### src/rtl/io_arb_pkg.sv
// rtl/io_arb_pkg.sv - shared types and constants for the IO bus arbiter
//
// Holds the arbiter FSM state encoding, the shared bus width, and the default
// port count and hold limit. Also holds the helper that sizes port-index fields.
// Imported by io_rr_pick and io_bus_arbiter.
package io_arb_pkg;

  localparam int IO_BUS_WIDTH     = 16;
  localparam int IO_ARB_NUM_PORTS = 4;
  localparam int IO_ARB_MAX_HOLD  = 16;

  typedef enum logic [1:0] {
    ST_IDLE    = 2'd0,
    ST_GRANT   = 2'd1,
    ST_XFER    = 2'd2,
    ST_RELEASE = 2'd3
  } arb_state_e;

  // Width of a port index; kept at least one bit for a single-port build.
  function automatic int idx_width(input int n);
    return (n > 1) ? $clog2(n) : 1;
  endfunction

endpackage

### src/rtl/io_rr_pick.sv
// rtl/io_rr_pick.sv - combinational round-robin winner selection
//
// Searches upward from (last+1) mod NUM_PORTS and returns the first
// requesting port.
// Ports:
//   req        in   NUM_PORTS  request vector
//   last       in   IW         index of the previous grant
//   win_onehot out  NUM_PORTS  one-hot winner (all zero if no request)
//   win_idx    out  IW         index of the winner
module io_rr_pick
  import io_arb_pkg::*;
#(
  parameter int NUM_PORTS = IO_ARB_NUM_PORTS,
  parameter int IW        = idx_width(NUM_PORTS)
) (
  input  logic [NUM_PORTS-1:0] req,
  input  logic [IW-1:0]        last,
  output logic [NUM_PORTS-1:0] win_onehot,
  output logic [IW-1:0]        win_idx
);

  logic          found;
  logic [IW-1:0] idx;

  always_comb begin
    win_onehot = '0;
    win_idx    = '0;
    found      = 1'b0;
    idx        = '0;
    for (int k = 0; k < NUM_PORTS; k++) begin
      idx = IW'((int'(last) + 1 + k) % NUM_PORTS);
      if (!found && req[idx]) begin
        found           = 1'b1;
        win_onehot[idx] = 1'b1;
        win_idx         = idx;
      end
    end
  end

endmodule

### src/rtl/io_bus_arbiter.sv
// rtl/io_bus_arbiter.sv - round-robin owner arbiter for a shared 16-bit IO bus
//
// Four-state FSM (IDLE, GRANT, XFER, RELEASE) hands the bus to one port at a
// time. All outputs are registered: they are decoded from the next state and
// captured alongside it.
// Optional feature macro: IO_ARB_TIMEOUT_EN bounds XFER to MAX_HOLD cycles.
// Without it, XFER is unbounded and timeout is tied low.
// Ports:
//   clk      in   1          clock, rising edge
//   reset    in   1          asynchronous, active-high
//   req      in   NUM_PORTS  per-port request, held for the whole transfer
//   dir      in   NUM_PORTS  1 = bus-to-port (latch), 0 = port-to-bus (drive)
//   grant    out  NUM_PORTS  one-hot bus owner, zero when idle
//   io_en    out  NUM_PORTS  per-port latch strobe
//   io_out   out  NUM_PORTS  per-port output enable
//   ack      out  NUM_PORTS  per-port data-phase indicator
//   busy     out  1          high whenever the FSM is not in IDLE
//   timeout  out  1          one-cycle pulse on forced release
module io_bus_arbiter
  import io_arb_pkg::*;
#(
  parameter int NUM_PORTS = IO_ARB_NUM_PORTS,
  parameter int MAX_HOLD  = IO_ARB_MAX_HOLD
) (
  input  logic                 clk,
  input  logic                 reset,
  input  logic [NUM_PORTS-1:0] req,
  input  logic [NUM_PORTS-1:0] dir,
  output logic [NUM_PORTS-1:0] grant,
  output logic [NUM_PORTS-1:0] io_en,
  output logic [NUM_PORTS-1:0] io_out,
  output logic [NUM_PORTS-1:0] ack,
  output logic                 busy,
  output logic                 timeout
);

  localparam int IW = idx_width(NUM_PORTS);

  arb_state_e           state_q, state_d;
  logic [NUM_PORTS-1:0] own_q, own_d;
  logic [IW-1:0]        own_idx_q, own_idx_d;
  logic [IW-1:0]        last_q, last_d;
  logic                 dir_q, dir_d;
  logic [NUM_PORTS-1:0] grant_q, grant_d;
  logic [NUM_PORTS-1:0] io_en_q, io_en_d;
  logic [NUM_PORTS-1:0] io_out_q, io_out_d;
  logic [NUM_PORTS-1:0] ack_q, ack_d;
  logic                 busy_q, busy_d;
  logic [NUM_PORTS-1:0] win_onehot;
  logic [IW-1:0]        win_idx;
  logic                 own_req;

`ifdef IO_ARB_TIMEOUT_EN
  localparam int HW = $clog2(MAX_HOLD + 1);
  logic [HW-1:0] hold_q, hold_d;
  logic          timeout_q, timeout_d;
`else
  logic unused_max_hold;
  assign unused_max_hold = ^MAX_HOLD;
`endif

  io_rr_pick #(
    .NUM_PORTS (NUM_PORTS),
    .IW        (IW)
  ) u_pick (
    .req        (req),
    .last       (last_q),
    .win_onehot (win_onehot),
    .win_idx    (win_idx)
  );

  // Only the owner's request matters once the bus is granted.
  assign own_req = |(req & own_q);

  always_comb begin
    state_d   = state_q;
    own_d     = own_q;
    own_idx_d = own_idx_q;
    dir_d     = dir_q;
    last_d    = last_q;
`ifdef IO_ARB_TIMEOUT_EN
    hold_d    = hold_q;
    timeout_d = 1'b0;
`endif
    case (state_q)
      ST_IDLE: begin
        if (|req) begin
          state_d   = ST_GRANT;
          own_d     = win_onehot;
          own_idx_d = win_idx;
          dir_d     = dir[win_idx];
        end
      end
      ST_GRANT: begin
        state_d = ST_XFER;
`ifdef IO_ARB_TIMEOUT_EN
        hold_d  = '0;
`endif
      end
      ST_XFER: begin
        if (!own_req) begin
          state_d = ST_RELEASE;
          last_d  = own_idx_q;
        end
`ifdef IO_ARB_TIMEOUT_EN
        // hold_q counts completed XFER cycles, so this is the MAX_HOLD-th one.
        else if (hold_q == HW'(MAX_HOLD - 1)) begin
          state_d   = ST_RELEASE;
          last_d    = own_idx_q;
          timeout_d = 1'b1;
        end
        hold_d = hold_q + 1'b1;
`endif
      end
      ST_RELEASE: begin
        state_d = ST_IDLE;
        own_d   = '0;
      end
      default: state_d = ST_IDLE;
    endcase

    // Outputs follow the state being entered so they can be registered.
    grant_d  = '0;
    io_en_d  = '0;
    io_out_d = '0;
    ack_d    = '0;
    busy_d   = (state_d != ST_IDLE);
    case (state_d)
      ST_GRANT: grant_d = own_d;
      ST_XFER: begin
        grant_d = own_d;
        ack_d   = own_d;
        if (dir_d) io_en_d  = own_d;
        else       io_out_d = own_d;
      end
      default: ;
    endcase
  end

  always_ff @(posedge clk or posedge reset) begin
    if (reset) begin
      state_q   <= ST_IDLE;
      own_q     <= '0;
      own_idx_q <= '0;
      last_q    <= IW'(NUM_PORTS - 1);
      dir_q     <= 1'b0;
      grant_q   <= '0;
      io_en_q   <= '0;
      io_out_q  <= '0;
      ack_q     <= '0;
      busy_q    <= 1'b0;
`ifdef IO_ARB_TIMEOUT_EN
      hold_q    <= '0;
      timeout_q <= 1'b0;
`endif
    end else begin
      state_q   <= state_d;
      own_q     <= own_d;
      own_idx_q <= own_idx_d;
      last_q    <= last_d;
      dir_q     <= dir_d;
      grant_q   <= grant_d;
      io_en_q   <= io_en_d;
      io_out_q  <= io_out_d;
      ack_q     <= ack_d;
      busy_q    <= busy_d;
`ifdef IO_ARB_TIMEOUT_EN
      hold_q    <= hold_d;
      timeout_q <= timeout_d;
`endif
    end
  end

  assign grant  = grant_q;
  assign io_en  = io_en_q;
  assign io_out = io_out_q;
  assign ack    = ack_q;
  assign busy   = busy_q;
`ifdef IO_ARB_TIMEOUT_EN
  assign timeout = timeout_q;
`else
  assign timeout = 1'b0;
`endif

endmodule

### config.mk
export PLATFORM = sky130hd
export DESIGN_NAME = io_bus_arbiter
export DESIGN_NICKNAME = d
export VERILOG_FILES = /design/src/rtl/io_arb_pkg.sv /design/src/rtl/io_rr_pick.sv /design/src/rtl/io_bus_arbiter.sv
export SDC_FILE = /design/constraint.sdc
export NUM_CORES = 1
export LEC_CHECK = 0
export ABC_AREA = 1
export CORE_MARGIN = 4
export CORE_UTILIZATION = 57
export DETAILED_ROUTE_END_ITERATION = 10
export GPL_ROUTABILITY_DRIVEN = 1
export HOLD_SLACK_MARGIN = 0.1
export PLACE_DENSITY = 0.89
export SYNTH_ARGS = -nofsm -noshare
export SYNTH_HDL_FRONTEND = slang
export SYNTH_SLANG_ARGS = --single-unit
### constraint.sdc
create_clock -name clk -period 3.4 [get_ports clk]
set_input_delay 0.68 -clock clk [delete_from_list [all_inputs] [get_ports clk]]
set_output_delay 0.68 -clock clk [all_outputs]
set_load 0.01 [all_outputs]
==> results of run 1 <==
==> placed cells by master, fill, tap and decap left out <==
cell type,synthesis,final
inv_1,34,34
inv_2,2,2
nand4_2,1,1
nand2_4,5,5
a21oi_1,8,8
nand2_2,9,9
nor2_1,14,14
o32ai_1,1,1
nor2_8,1,1
ha_1,12,12
buf_4,1,1
nand4_1,7,7
o21ai_1,1,1
clkdlybuf4s50_1,0,26
nor2_4,1,1
nor3_1,1,1
conb_1,1,1
dfstp_2,2,2
o21ai_2,1,1
dfrtp_1,26,26
a31oi_1,2,2
nand3_4,3,3
nand3_1,11,11
nor2_2,1,1
inv_8,1,1
clkbuf_4,0,3
nand3_2,3,3
nor3_4,1,1
nand2_1,45,45
inv_6,1,1
clkbuf_8,0,1
o21ai_0,8,8
nand2_8,1,1
==> state kept, by name (all words and copies together) (netlist names) <==
name / cells
ack: 4
grant: 4
io_en: 4
io_out: 4
own_q: 4
last_q: 2
own_idx_q: 2
state_q: 2
busy: 1
dir_q: 1
==> area by class of cell <==
cell class	count	area share (%)
clock buffer	4	1.75
inverter	38	7.47
multi-input combinational	138	42.2
sequential	28	33.9
tap	31	1.87
timing repair buffer	27	12.9
==> worst register-to-register path: stages, from the launching register on <==
cell and delay [ps]:
dfstp_2 770, inv_8 100, ha_1 390, inv_1 110
nand2_4 110, nand2_8 90, nor2_4 140, nand4_2 130
nand2_1 140, nand2_1 70, nand3_2 90, nand3_4 100
nand2_4 110, nor2_1 40
==> synth_stat cells, drive strengths merged <==
cell   count
a21oi      8
a31oi      2
buf        2
conb       1
dfrtp     26
dfstp      2
ha        12
inv       38
nand2     60
nand3     17
nand4      8
nor2      17
nor3       2
o21ai     10
o32ai      1
==> path summary, 6_finish.rpt <==
check	cells past startpoint	endpoint	start	slack [ps]
min	2	own_idx_q[1]$_DFFE_PP0P_	own_idx_q[1]$_DFFE_PP0P_	530
min reg2reg	2	own_idx_q[1]$_DFFE_PP0P_	own_idx_q[1]$_DFFE_PP0P_	530
max	13	io_out[1]$_DFF_PP0_	last_q[0]$_DFFE_PP1P_	920
max reg2reg	13	io_out[1]$_DFF_PP0_	last_q[0]$_DFFE_PP1P_	920
min in group asynchronous	2	io_out[0]$_DFF_PP0_	reset	880
max in group asynchronous	2	ack[1]$_DFF_PP0_	reset	1910
==> power breakdown <==
group	switching, mW	internal [mW]	total [mW]
Sequential	0.0773	0.458	0.535
Combinational	1.00	0.551	1.56
Clock	0.0908	0.0655	0.156
Total	1.17	1.07	2.25
==> metal layers <==
metal	vias to the layer above	part of all wire [%]	global-route usage, %	routed length (um)
met5	-	0	0	0
met4	0	0.78	3.77	26
met3	4	4.8	3.20	161
met2	39	48	30.6	1590
met1	625	46	23.7	1550
li1	705	-	-	-
==> logic make-up after synthesis <==
kind of cell,count (synthesis)
flip-flops,28
adder cells (fa/ha/maj),12
AND/OR/NAND/NOR,104
AO/OA/AOI/OAI,21
buffers and inverters,40
other,1
==> out/qor.csv, run 1 <==
stage,metric,value,unit
critical_path,end_kind,flip-flop,
finish,drive_gt1_share,16.2,%
floorplanning,floorplan.initialDensity,61.4,%
clock_network,clock_latency,320,ps
clock_network,clockRootBuffer,clkbuf_4,
clock_network,cts_max_path_buffers,2,
floorplanning,placementRows,19,
job,cap_violations,0,
sta,hold_viol,0,
sta,tightest_slew,1000,ps
sta,final-setup-viol-count,0,
global_routing,groute.usage.overall,17.9,%
critical_path,critPathMaxStageDelay,770,ps
finish,fill_cells,205,
floorplanning,io_pins,28,
power,power,2.25,mW
sta,tns,0,ps
place,placed_cells,262,
sta,whs,525,ps
min_path,hp-class,reg -> reg,
critical_path,cp_num_buf_inv,2,
logic_synthesis,synth_cell_type_count,31,
logic_synthesis,synthXorXnorAreaFrac,0,%
sta,period_share,72.9,%
logic_synthesis,seq_area_frac_synth,40.1,%
logic_synthesis,post-synth-top-area-cell,dfrtp_1,
route,wirelength,3330,um
logic_synthesis,synth_top_area_share,37.1,%
logic_synthesis,synth_warnings,0,
clock_network,ctsResizeCount,0,
critical_path,path_max_fanout,12,
global_routing,grt_max_degree,29,
clock_network,cts_tree,yes,
floorplanning,die_w,63.5,um
global_routing,grt_pass1_wl,5850,um
critical_path,crit_arrival,2700,ps
place,place_ws,782,ps
floorplanning,core_area,0.00285,mm2
clock_network,hold_buffers,0,
logic_synthesis,synth_top_family_by_area,simple AND/OR/NAND/NOR gates,
sta,relSlewSlack,33.2,%
critical_path,crit_chain,inv_8 > ha_1 > inv_1 > nand2_4 > nand2_8 > nor2_4 > nand4_2 > nand2_1 > nand2_1 > nand3_2 > nand3_4 > nand2_4 > nor2_1,
critical_path,path_class,reg -> reg,
finish,multi_input_area,876,um2
finish,diodes,0,
sta,fin_skew,10.5,ps
critical_path,cp_top_family,simple AND/OR/NAND/NOR gates,
finish,finalNonFillerCells,266,
power,power_density,1080,mW/mm2
logic_synthesis,syn_inst,206,
logic_synthesis,syn_avg_cell_area,8.51,um2
logic_synthesis,synthMuxAreaShare,0,%
global_routing,grt_pass1_vias,1321,
route,antenna_left,0,
critical_path,cp-start-kind,flip-flop,
place,place_area,0.00204,mm2
route,viasPerCell,5.16,
clock_network,post-cts-setup-buffer-count,0,
logic_synthesis,syn-num-nets,228,
clock_network,cts_buffers,3,
global_routing,grt_overflow,0,
place,place.gp.congestion,0.865,
logic_synthesis,synth.ff_latch_count,28,
place,hpwl,2690,um
route,drtIter0Drc,50,
sta,fmax,403,MHz
power,ir_drop,587,uV
logic_synthesis,synth_compound_area_share,6.57,%
clock_network,clkSlewWorstSetupHoldPaths,140,ps
sta,min_period,2480,ps
finish,final_area,0.00208,mm2
place,numPortBuffers,26,
sta,rsz0062_at_grt,false,
floorplanning,dieArea,0.00403,mm2
finish,area_growth,18.5,%
logic_synthesis,ys_top_cells_by_area,"dfrtp_1 (37%), nand2_1 (9.6%), ha_1 (8.6%)",
route,post_drt_wl_per_cell,12.5,um
clock_network,clkSinkCount,28,
finish,seq_area,703,um2
finish,final_util,72.8,%
sta,setup_ws,920,ps
logic_synthesis,synth_fa_ha_area_share,8.57,%
power,p_leak,1.09,nW
sta,drv_slew,0,
floorplanning,die_y,63.5,um
finish,nNetsFinal,258,
route,via_count,1373,
outcome,status,"finished, final reports clean",
route,post-route-drc-count,0,
logic_synthesis,synthSimpleGateAreaFrac,34.6,%
global_routing,antenna_found_initial,0,
logic_synthesis,synth_area,0.00175,mm2
critical_path,worstPathRequired,3620,ps
route,first_pass_iters,4,
clock_network,h-tree-depth,1,
critical_path,cp_slowest_cell,dfstp_2,
(Power assumes the default switching activity.)
==> inputs of run 2 (changes only) <==
--- a/config.mk
+++ b/config.mk
@@ -7,11 +7,11 @@
 export LEC_CHECK = 0
 export ABC_AREA = 1
 export CORE_MARGIN = 4
-export CORE_UTILIZATION = 57
+export CORE_UTILIZATION = 48
 export DETAILED_ROUTE_END_ITERATION = 10
 export GPL_ROUTABILITY_DRIVEN = 1
 export HOLD_SLACK_MARGIN = 0.1
-export PLACE_DENSITY = 0.89
+export PLACE_DENSITY = 0.81
 export SYNTH_ARGS = -nofsm -noshare
 export SYNTH_HDL_FRONTEND = slang
 export SYNTH_SLANG_ARGS = --single-unit
==> constraint.sdc (replaced) <==
create_clock -name clk -period 2.1 [get_ports clk]
set_input_delay 0.42 -clock clk [delete_from_list [all_inputs] [get_ports clk]]
set_output_delay 0.42 -clock clk [all_outputs]
set_load 0.01 [all_outputs]
==> run 2 against run 1 <==
The run now ends with negative setup slack left. Clock-buffer cell count is the same. Via count grew 9.6%. Cell area grew 17%. Setup slack lost 1000 ps. Total power grew 96%. Sequential share of layout area shrank 4.9 points. Largest cell class unchanged. Worst hold slack lost 25 ps. Critical path type unchanged. Non-clock buffer count grew 25. Largest power group unchanged. Sequential cell count is the same. Highest routed layer unchanged.
==> out/qor.csv, run 2 (synthesis gave the netlist of run 1 again) <==
stage,metric,value,unit
place,hpwl,3000,um
route,wirelength,3740,um
finish,final_cell_mix,"nand2_1 (38), inv_1 (30), dfrtp_1 (26), clkdlybuf4s50_1 (26), buf_4 (23)",
critical_path,path_class,reg -> reg,
route,drtIter0Drc,53,
finish,drive_gt1_share,32.7,%
clock_network,clock_latency,270,ps
critical_path,crit_arrival,2360,ps
sta,min_period,2200,ps
global_routing,groute.usage.overall,17.4,%
route,first_pass_iters,5,
clock_network,hold_buffers,0,
floorplanning,io_pins,28,
global_routing,grt_max_degree,29,
critical_path,end_kind,flip-flop,
critical_path,critPathMaxStageDelay,680,ps
sta,rsz0062_at_grt,true,
clock_network,clockRootBuffer,clkbuf_8,
floorplanning,placementRows,21,
critical_path,cp-start-kind,flip-flop,
route,antenna_left,0,
clock_network,cts_max_path_buffers,2,
clock_network,clkSlewWorstSetupHoldPaths,90,ps
place,place.gp.congestion,0.890,
route,post_drt_wl_per_cell,12.2,um
global_routing,grt_pass1_wl,6150,um
sta,final-setup-viol-count,11,
power,ir_drop,883,uV
sta,tns,-644,ps
floorplanning,floorplan.initialDensity,50.9,%
floorplanning,dieArea,0.00468,mm2
critical_path,worstPathRequired,2260,ps
min_path,hp-class,in -> async,
job,cap_violations,0,
finish,area_growth,38.5,%
clock_network,clkSinkCount,28,
sta,setup_ws,-98.4,ps
clock_network,cts_buffers,3,
critical_path,crit_chain,inv_8 > ha_4 > inv_4 > nand2_4 > nand2_8 > clkinv_4 > nand3_4 > nor2_8 > nand2_2 > nand2_2 > inv_2 > nand3_2 > nand3_4 > nand2_4 > nor2_1,
global_routing,grt_overflow,0,
sta,hold_viol,0,
finish,nNetsFinal,283,
power,power,4.40,mW
route,post-route-drc-count,0,
finish,final_common_cell,nand2_1,
power,power_density,1810,mW/mm2
floorplanning,die_w,68.4,um
clock_network,h-tree-depth,1,
critical_path,path_max_fanout,7,
outcome,status,finished with violations,
global_routing,antenna_found_initial,0,
sta,fmax,455,MHz
clock_network,cts_tree,yes,
outcome,violations,negative setup slack,
floorplanning,core_area,0.00344,mm2
place,numPortBuffers,26,
global_routing,grt_pass1_vias,1415,
floorplanning,die_y,68.4,um
sta,fin_skew,2.55,ps
route,via_count,1505,
finish,fill_cells,254,
finish,diodes,0,
sta,drv_slew,0,
critical_path,cp_slowest_cell,dfstp_2,
power,p_leak,1.23,nW
sta,period_share,105,%
route,viasPerCell,4.92,
run 2: cell count changes in the layout (fill, tap and decap cells not counted), sizes merged:
cell	before	now
buf	1	26
clkinv	0	1
inv	38	37
run 2: critical path: cells and delay by family, from the launching register on:
kind | cells | cell delay [ps]
simple gates | 10 | 890
buf+inv | 4 | 220
fa+ha+maj | 1 | 310
flops | 1 | 680
run 2: path summary, 6_finish.rpt:
| kind | start | endpoint | cells after the start | slack, ps |
|---|---|---|---|---|
| worst max-delay path | last_q[0]$_DFFE_PP1P_ | io_out[3]$_DFF_PP0_ | 15 | -100 |
| worst min-delay path | reset | grant[2]$_DFF_PP0_ | 3 | 500 |
| worst max register to register | last_q[0]$_DFFE_PP1P_ | io_out[3]$_DFF_PP0_ | 15 | -100 |
| worst min register to register | own_idx_q[0]$_DFFE_PP0P_ | last_q[0]$_DFFE_PP1P_ | 2 | 510 |
| max in group asynchronous | reset | last_q[0]$_DFFE_PP1P_ | 3 | 1300 |
| min in group clk | own_idx_q[0]$_DFFE_PP0P_ | last_q[0]$_DFFE_PP1P_ | 2 | 510 |
run 2: layout make-up:
type,instances,area [um2],area share [%]
multi-input combinational,138,988,40.7
inverter,38,158,6.49
tap,46,57.6,2.37
sequential,28,703,29.0
clock buffer,4,55.1,2.27
timing repair buffer,52,467,19.2
run 2: routing by layer:
layer | share of wire, % | up-vias | global-route usage, %
li1 | - | 757 | -
met3 | 4.8 | 4 | 3.61
met4 | 0.80 | 0 | 2.98
met2 | 48 | 42 | 29.8
met1 | 47 | 702 | 22.8
met5 | 0 | - | 0
run 2: what timing repair did:
item                                    in CTS  in global routing
endpoints found under the setup margin       9                 19
buffers inserted                             2                  0
resized for setup                            8                 22
gates cloned                                 0                  0
pin swaps                                    3                  8
run 2: report_power, final:
group	switching, mW	leakage [nW]	internal, mW	total [mW]
clock	0.152	0.0288	0.168	0.320
sequential	0.104	0.365	0.742	0.846
combinational	1.92	0.838	1.31	3.23
total	2.18	1.23	2.22	4.40
run 2: stage by stage:
stage                     hold slack [ps]  instance area (um2)  setup slack (ps)  instances  util (%)
after detailed placement              486                 2250              -219        300      65.4
after global routing                  527                 2430              -217        306      70.6
after CTS                             508                 2350             -57.9        306      68.2
after global placement                480                 2250              -174        300      65.4
after floorplan                       453                 1770              28.7        206         -
final                                 500                 2430             -98.4        306      70.6
